**config.mk**
```make
export PLATFORM = sky130hd
export DESIGN_NAME = spi_mem_fsm_flat
export DESIGN_NICKNAME = d
export VERILOG_FILES = /design/src/rtl/spi_mem_pkg.sv /design/src/rtl/spi_mem_fsm_if.sv /design/src/rtl/spi_bit_counter.sv /design/src/rtl/spi_mem_fsm.sv /design/src/flat_wrapper.sv
export SDC_FILE = /design/constraint.sdc
export NUM_CORES = 1
export LEC_CHECK = 0
export BUFFER_PORTS_ARGS = -buffer_cell sky130_fd_sc_hd__buf_2
export CAP_MARGIN = 0
export CORE_UTILIZATION = 54
export CTS_CLUSTER_DIAMETER = 60
export DETAILED_ROUTE_END_ITERATION = 8
export HOLD_SLACK_MARGIN = 0.08
export MAX_ROUTING_LAYER = met4
export PLACE_DENSITY = 0.93
export SLEW_MARGIN = 20
export SYNTH_ARGS = -nofsm -noshare
export SYNTH_HDL_FRONTEND = slang
export SYNTH_SLANG_ARGS = --single-unit
```
**constraint.sdc**
```tcl
create_clock -name clk -period 3.63 [get_ports clk]
set_input_delay 0.726 -clock clk [delete_from_list [all_inputs] [get_ports clk]]
set_output_delay 0.726 -clock clk [all_outputs]
set_load 0.005 [all_outputs]
```
**src/rtl/spi_mem_pkg.sv**
```systemverilog
// -----------------------------------------------------------------------------
// spi_mem_pkg
// Shared types and constants for the SPI memory transaction controller.
//   state_t     : controller state encoding (3 bits, IDLE = 0)
//   RW_READ     : value of the R/W bit that selects a read frame
//   DATA_W_DEF  : default frame/data width
//   ADDR_W_DEF  : default address width (DATA_W_DEF - 1)
// -----------------------------------------------------------------------------
package spi_mem_pkg;

    localparam int   DATA_W_DEF = 8;
    localparam int   ADDR_W_DEF = 7;
    localparam logic RW_READ    = 1'b1;

    typedef enum logic [2:0] {
        IDLE         = 3'd0,
        GET_ADDR     = 3'd1,
        LATCH_ADDR   = 3'd2,
        READ_LOAD    = 3'd3,
        READ_SHIFT   = 3'd4,
        WRITE_GET    = 3'd5,
        WRITE_COMMIT = 3'd6,
        DONE         = 3'd7
    } state_t;

endpackage

```
**src/rtl/spi_mem_fsm_if.sv**
```systemverilog
// -----------------------------------------------------------------------------
// spi_mem_fsm_if
// Bus bundle between the SPI input conditioners / shift register and the
// transaction controller.
//   cs_n, sclk_pe, sclk_ne : conditioned chip select and serial-clock edge pulses
//   sr_pout                : shift-register parallel output
//   sr_load, dm_we         : one-clk strobes to shift register / data memory
//   addr                   : latched memory address
//   miso_en, busy          : MISO enable, controller-active flag
//   abort_err              : sticky abort flag (only with SPI_MEM_FSM_ABORT_EN)
// Modports: slave = controller side, master = environment side.
// -----------------------------------------------------------------------------
interface spi_mem_fsm_if
    import spi_mem_pkg::*;
#(
    parameter int DATA_W = DATA_W_DEF,
    parameter int ADDR_W = ADDR_W_DEF
);

    logic              cs_n;
    logic              sclk_pe;
    logic              sclk_ne;
    logic [DATA_W-1:0] sr_pout;
    logic              sr_load;
    logic              dm_we;
    logic [ADDR_W-1:0] addr;
    logic              miso_en;
    logic              busy;
`ifdef SPI_MEM_FSM_ABORT_EN
    logic              abort_err;
`endif

    modport slave (
        input  cs_n, sclk_pe, sclk_ne, sr_pout,
        output sr_load, dm_we, addr, miso_en, busy
`ifdef SPI_MEM_FSM_ABORT_EN
        , output abort_err
`endif
    );

    modport master (
        output cs_n, sclk_pe, sclk_ne, sr_pout,
        input  sr_load, dm_we, addr, miso_en, busy
`ifdef SPI_MEM_FSM_ABORT_EN
        , input abort_err
`endif
    );

endinterface

```
**src/rtl/spi_bit_counter.sv**
```systemverilog
// -----------------------------------------------------------------------------
// spi_bit_counter
// Bit counter shared by the address, read-shift and write-data phases.
//   clk, reset : system clock, synchronous active-high reset
//   i_clr      : clear to zero (priority over increment)
//   i_inc      : count one relevant serial-clock edge
//   o_last     : the edge being counted this cycle is the DATA_W-th
// -----------------------------------------------------------------------------
module spi_bit_counter
    import spi_mem_pkg::*;
#(
    parameter int DATA_W = DATA_W_DEF
) (
    input  logic clk,
    input  logic reset,
    input  logic i_clr,
    input  logic i_inc,
    output logic o_last
);

    localparam int CNT_W = $clog2(DATA_W) + 1;

    logic [CNT_W-1:0] r_cnt;

    always_ff @(posedge clk) begin
        if (reset || i_clr) begin
            r_cnt <= '0;
        end else if (i_inc) begin
            r_cnt <= r_cnt + 1'b1;
        end
    end

    // The terminating edge is flagged while it is being counted, so the
    // owning state leaves (and clears the count) instead of reaching DATA_W+1.
    assign o_last = i_inc && (r_cnt == CNT_W'(DATA_W - 1));

endmodule

```
**src/rtl/spi_mem_fsm.sv**
```systemverilog
// -----------------------------------------------------------------------------
// spi_mem_fsm
// SPI memory transaction controller: decodes each frame (address, R/W bit,
// data) from conditioned chip-select / serial-clock edge pulses and the
// shift-register parallel output.
//   clk, reset : system clock, synchronous active-high reset
//   bus        : spi_mem_fsm_if.slave (cs_n, sclk_pe, sclk_ne, sr_pout in;
//                sr_load, dm_we, addr, miso_en, busy [, abort_err] out)
// Optional feature macro: SPI_MEM_FSM_ABORT_EN adds the sticky abort_err flag.
// All outputs are registered from the next state, so an abort (cs_n high)
// suppresses any strobe that would otherwise have been issued.
// -----------------------------------------------------------------------------
module spi_mem_fsm
    import spi_mem_pkg::*;
#(
    parameter int DATA_W = DATA_W_DEF,
    parameter int ADDR_W = ADDR_W_DEF
) (
    input  logic           clk,
    input  logic           reset,
    spi_mem_fsm_if.slave   bus
);

    state_t            r_state;
    state_t            w_next;
    logic              w_inc;
    logic              w_clr;
    logic              w_last;
    logic              r_armed;
    logic              r_sr_load;
    logic              r_dm_we;
    logic              r_miso_en;
    logic              r_busy;
    logic [ADDR_W-1:0] r_addr;

    spi_bit_counter #(.DATA_W(DATA_W)) u_cnt (
        .clk    (clk),
        .reset  (reset),
        .i_clr  (w_clr),
        .i_inc  (w_inc),
        .o_last (w_last)
    );

    // Only the edge relevant to the current phase is counted.
    always_comb begin
        w_inc = 1'b0;
        case (r_state)
            GET_ADDR, WRITE_GET: w_inc = bus.sclk_pe;
            READ_SHIFT:          w_inc = bus.sclk_ne;
            default:             w_inc = 1'b0;
        endcase
    end

    always_comb begin
        w_next = r_state;
        case (r_state)
            IDLE:         if (!bus.cs_n && r_armed) w_next = GET_ADDR;
            GET_ADDR:     if (w_last) w_next = LATCH_ADDR;
            LATCH_ADDR:   w_next = (bus.sr_pout[0] == RW_READ) ? READ_LOAD : WRITE_GET;
            READ_LOAD:    w_next = READ_SHIFT;
            READ_SHIFT:   if (w_last) w_next = DONE;
            WRITE_GET:    if (w_last) w_next = WRITE_COMMIT;
            WRITE_COMMIT: w_next = DONE;
            DONE:         if (bus.cs_n) w_next = IDLE;
            default:      w_next = IDLE;
        endcase
        // Chip-select release overrides every other transition.
        if (bus.cs_n && (r_state != IDLE)) begin
            w_next = IDLE;
        end
    end

    // Counter restarts on every state change.
    assign w_clr = (w_next != r_state);

    always_ff @(posedge clk) begin
        if (reset) begin
            r_state   <= IDLE;
            r_armed   <= 1'b0;
            r_sr_load <= 1'b0;
            r_dm_we   <= 1'b0;
            r_miso_en <= 1'b0;
            r_busy    <= 1'b0;
            r_addr    <= '0;
        end else begin
            r_state   <= w_next;
            r_sr_load <= (w_next == READ_LOAD);
            r_dm_we   <= (w_next == WRITE_COMMIT);
            r_miso_en <= (w_next == READ_SHIFT);
            r_busy    <= (w_next != IDLE);
            // A frame may only start after cs_n has been seen high since reset.
            if (bus.cs_n) begin
                r_armed <= 1'b1;
            end
            if ((r_state == LATCH_ADDR) && !bus.cs_n) begin
                r_addr <= bus.sr_pout[DATA_W-1:1];
            end
        end
    end

`ifdef SPI_MEM_FSM_ABORT_EN
    logic r_abort_err;

    always_ff @(posedge clk) begin
        if (reset) begin
            r_abort_err <= 1'b0;
        end else if (bus.cs_n && (r_state != IDLE) && (r_state != DONE)) begin
            r_abort_err <= 1'b1;
        end
    end

    assign bus.abort_err = r_abort_err;
`endif

    assign bus.sr_load = r_sr_load;
    assign bus.dm_we   = r_dm_we;
    assign bus.miso_en = r_miso_en;
    assign bus.busy    = r_busy;
    assign bus.addr    = r_addr;

endmodule

```
**src/flat_wrapper.sv**
```systemverilog
// flat-port wrapper written by rule: the top's interface ports become plain ports
module spi_mem_fsm_flat import spi_mem_pkg::*;
#(
    parameter int DATA_W = DATA_W_DEF,
    parameter int ADDR_W = ADDR_W_DEF
)
  (clk, reset, bus_cs_n, bus_sclk_pe, bus_sclk_ne, bus_sr_pout, bus_sr_load, bus_dm_we, bus_addr, bus_miso_en, bus_busy);
  spi_mem_fsm_if #(.DATA_W(DATA_W), .ADDR_W(ADDR_W)) bus_i ();
  input  logic clk;
  input  logic reset;
  input wire logic [$bits(bus_i.cs_n)-1:0] bus_cs_n;
  input wire logic [$bits(bus_i.sclk_pe)-1:0] bus_sclk_pe;
  input wire logic [$bits(bus_i.sclk_ne)-1:0] bus_sclk_ne;
  input wire logic [$bits(bus_i.sr_pout)-1:0] bus_sr_pout;
  output wire logic [$bits(bus_i.sr_load)-1:0] bus_sr_load;
  output wire logic [$bits(bus_i.dm_we)-1:0] bus_dm_we;
  output wire logic [$bits(bus_i.addr)-1:0] bus_addr;
  output wire logic [$bits(bus_i.miso_en)-1:0] bus_miso_en;
  output wire logic [$bits(bus_i.busy)-1:0] bus_busy;
  assign bus_i.cs_n = bus_cs_n;
  assign bus_i.sclk_pe = bus_sclk_pe;
  assign bus_i.sclk_ne = bus_sclk_ne;
  assign bus_i.sr_pout = bus_sr_pout;
  assign bus_sr_load = bus_i.sr_load;
  assign bus_dm_we = bus_i.dm_we;
  assign bus_addr = bus_i.addr;
  assign bus_miso_en = bus_i.miso_en;
  assign bus_busy = bus_i.busy;
  spi_mem_fsm #(.DATA_W(DATA_W), .ADDR_W(ADDR_W)) u_core (.clk(clk), .reset(reset), .bus(bus_i));
endmodule
```
==> out/summary.json <==
{
  "setup_path": {
    "cpLargestDelayFamily": "compound AO/OA/AOI/OAI gates",
    "ff2ff_setup_slack_ns": 1.86,
    "worst_r2r_path_depth": 4,
    "worst_setup_path_startpoint": "u_core.r_state[1]$_SDFF_PP0_",
    "worstReg2RegStart": "u_core.r_state[1]$_SDFF_PP0_",
    "cp-end-kind": "flop",
    "critical_path.reg2reg.endpoint": "u_core.u_cnt.r_cnt[3]$_SDFFE_PP0P_",
    "critPathBufInv": 0,
    "max_stage_delay_ns": 0.59,
    "worstPathArrival_ns": 1.99,
    "cp_max_fo": 12,
    "capture_point_of_the_worst_path": "u_core.u_cnt.r_cnt[3]$_SDFFE_PP0P_",
    "critPathSlowestCell": "sky130_fd_sc_hd__dfxtp_1",
    "worstPathCellList": "nand4bb_1 > o221ai_1 > a221o_1 > nor3_1",
    "worst_setup_path_start_kind": "flop",
    "critPathRequiredTime_ns": 3.85,
    "cp.depth": 4,
    "critPathKind": "reg2reg"
  },
  "cts": {
    "cts_buffer_depth": 2,
    "clk_latency_ns": 0.30,
    "tritoncts": "done",
    "clkSinkCount": 19,
    "h_tree_lvl_count": 1,
    "cts_hold_buffers": 0,
    "post_cts_resize_count": 0,
    "cts-root-buf": "sky130_fd_sc_hd__clkbuf_4",
    "cts-buffers-inserted": 3,
    "cts_setup_buffers": 0,
    "clkTransAtPathRegs_ns": 0.11
  },
  "synth": {
    "synthFlopType": "sky130_fd_sc_hd__dfxtp_1",
    "synth_seq_cells": 19,
    "edff_count_synth": 0,
    "netlist_top_cells_count": "sky130_fd_sc_hd__dfxtp_1 (19), sky130_fd_sc_hd__nor2_1 (14), sky130_fd_sc_hd__mux2i_1 (8), sky130_fd_sc_hd__nor3_1 (6), sky130_fd_sc_hd__buf_6 (5)",
    "synth_top_area_share": 0.4097,
    "post-synth-top-count-cell": "sky130_fd_sc_hd__dfxtp_1",
    "netlist.top_cell.by_area": "sky130_fd_sc_hd__dfxtp_1",
    "synth.net_count": 108,
    "synth.yosys.seq_area_share": 0.4097,
    "netlist_instances": 94,
    "async_reset_ff_frac": 0,
    "yosys.cell_types.count": 35,
    "synth_area_um2": 928.4,
    "yosys_warning_count": 0,
    "postSynthAreaPerCell_um2": 9.876,
    "synth.top_cells.by_area": "sky130_fd_sc_hd__dfxtp_1 (41%), sky130_fd_sc_hd__mux2i_1 (8.6%), sky130_fd_sc_hd__buf_6 (6.1%)"
  },
  "timing": {
    "maxSlewViolCount": 0,
    "worst-slew-pin-transition_ns": 0.5865,
    "tmin_final_ns": 1.770,
    "hold_viol": 0,
    "setup-tns-final_ns": 0,
    "period_share": 0.4877,
    "fmax_ghz": 0.5648,
    "fin_worst_skew_ns": 0.003369,
    "timing.hold.ws_ns": 0.5042,
    "slew_headroom": 0.6060,
    "rsz0062_at_grt": "no",
    "setup_viol": 0
  },
  "power_and_ir_drop": {
    "vdd_ir_drop_max_mv": 0.1963,
    "design_power_total_uw": 347.3,
    "pwr_density_cell_nw_per_um2": 338.1,
    "power_leakage_nw": 0.4197
  },
  "final_layout": {
    "diodes": 0,
    "layout.cell_area.non_filler_um2": 1027,
    "final_cell_count_no_fill": 131,
    "fillerInstances": 130,
    "drive_above_1_share": 0.2957,
    "finalNetCount": 130,
    "growth_of_design_area_from_synthesis_to_finish_pct": 10.65
  },
  "global_route": {
    "grt.total_usage": 0.2236,
    "grt_antenna_before_repair": 0,
    "gr-total-overflow": 0,
    "largest_net_degree_at_the_start_of_global_routing": 14,
    "grt_first_pass_wirelength_um": 3015,
    "first_global_vias": 780
  },
  "floorplan": {
    "die_area_um2": 1889,
    "initial_utilization": 0.5955,
    "coreArea_um2": 1559,
    "design.portCount": 24,
    "die-height_um": 43.47,
    "die_x_um": 43.47,
    "num_rows": 14
  },
  "route": {
    "count_of_vias_placed_by_the_detailed_router": 772,
    "avgRoutedWirePerCell_um": 13.94,
    "drt_first_iter_violations": 26,
    "postRouteWirelength_um": 1826,
    "count_of_antenna_violating_nets_left_after_detailed_routing": 0,
    "via_per_inst": 5.893,
    "drt_first_pass_iters": 6,
    "drc_errors": 2
  },
  "place": {
    "dp.final_hpwl_um": 1323,
    "placed_cells_incl_taps": 127,
    "placement.cell_area_um2": 999.7,
    "gp_congestion": 0.8360,
    "buffer_ports.inserted": 23
  },
  "run_status": {
    "outcome": "finished with violations",
    "failed_checks": "DRC"
  },
  "job": {
    "timing.max_cap.violations": 0
  },
  "hold_path": {
    "hold_path.class": "reg2reg"
  }
}
## how the worst min path moves through the flow
stage	from	endpoint	slack, ns	cells after the start
finish	u_core.bus.addr[3]$_SDFFE_PP0P_	u_core.bus.addr[3]$_SDFFE_PP0P_	0.50	2
global route	u_core.bus.addr[2]$_SDFFE_PP0P_	u_core.bus.addr[2]$_SDFFE_PP0P_	0.55	2
CTS	u_core.bus.addr[2]$_SDFFE_PP0P_	u_core.bus.addr[2]$_SDFFE_PP0P_	0.51	2
detailed placement	u_core.bus.addr[5]$_SDFFE_PP0P_	u_core.bus.addr[5]$_SDFFE_PP0P_	0.48	2
global placement	u_core.bus.addr[4]$_SDFFE_PP0P_	u_core.bus.addr[4]$_SDFFE_PP0P_	0.47	2
floorplan	u_core.r_armed$_SDFFE_PP0P_	u_core.r_armed$_SDFFE_PP0P_	0.46	2
## metrics by stage
step / setup WS (ns) / utilization
after floorplan: 1.929 / -
after global placement: 1.833 / 0.6413
after detailed placement: 1.725 / 0.6413
after CTS: 1.896 / 0.6589
after global routing: 1.756 / 0.6589
final: 1.860 / 0.6589
## cell type report
cell class                 instances  area (µm²)  area share
multi-input combinational         64       465.4      0.4531
tap                               16       20.02     0.01949
clock buffer                       3       22.52     0.02192
clock inverter                     1       5.005    0.004872
sequential                        19       380.4      0.3703
inverter                           5       18.77     0.01827
timing repair buffer              23       115.1      0.1121
## where the power goes
| group | internal, mW | switching [mW] |
|---|---|---|
| registers | 0.211 | 0.00261 |
| clock network | 0.0411 | 0.0660 |
| logic | 0.0120 | 0.0149 |
| total | 0.264 | 0.0835 |
## kinds of logic after synthesis
kind of cell / share of synthesized area
buf+inv: 0.08894
fa+ha+maj: 0.01347
xor+xnor: 0.02831
compound gates: 0.1429
mux: 0.08626
simple gates: 0.2305
flops: 0.4097
## cells in the final DEF, fill, tap and decap left out, types with 2 or more instances in the layout
master	netlist	final
sky130_fd_sc_hd__buf_2	0	23
sky130_fd_sc_hd__dfxtp_1	19	19
sky130_fd_sc_hd__nor2_1	14	14
sky130_fd_sc_hd__mux2i_1	8	8
sky130_fd_sc_hd__nor3_1	6	6
sky130_fd_sc_hd__inv_1	4	4
sky130_fd_sc_hd__a21oi_1	3	3
sky130_fd_sc_hd__xnor2_1	3	3
sky130_fd_sc_hd__clkbuf_4	0	3
sky130_fd_sc_hd__nand3_1	2	2
sky130_fd_sc_hd__nand2b_1	2	2
sky130_fd_sc_hd__nand2_1	2	2
sky130_fd_sc_hd__o21ai_0	2	2
sky130_fd_sc_hd__a211oi_1	2	2
## flip-flops by register name, summed over array words and instances (netlist names)
signal,flops
u_core.bus.dm_we,1
u_core.r_state,3
u_core.bus.sr_load,1
u_core.bus.addr,7
u_core.u_cnt.r_cnt,4
u_core.bus.busy,1
u_core.bus.miso_en,1
u_core.r_armed,1
## routing by layer
metal / vias to the layer above / global-route usage / part of all wire
met5: - / - / 0
met4: 0 / 0.1500 / 0.022
met3: 5 / 0.03750 / 0.053
met2: 37 / 0.3818 / 0.52
met1: 359 / 0.2348 / 0.41
li1: 371 / - / -
## worst min-delay path: cells and delay by family (launching register included)
kind,cells,cell delay [ns]
and+or+nand+nor,1,0.07
DFF,1,0.34
muxes,1,0.06
No activity file was read; power rests on OpenSTA's default activity.
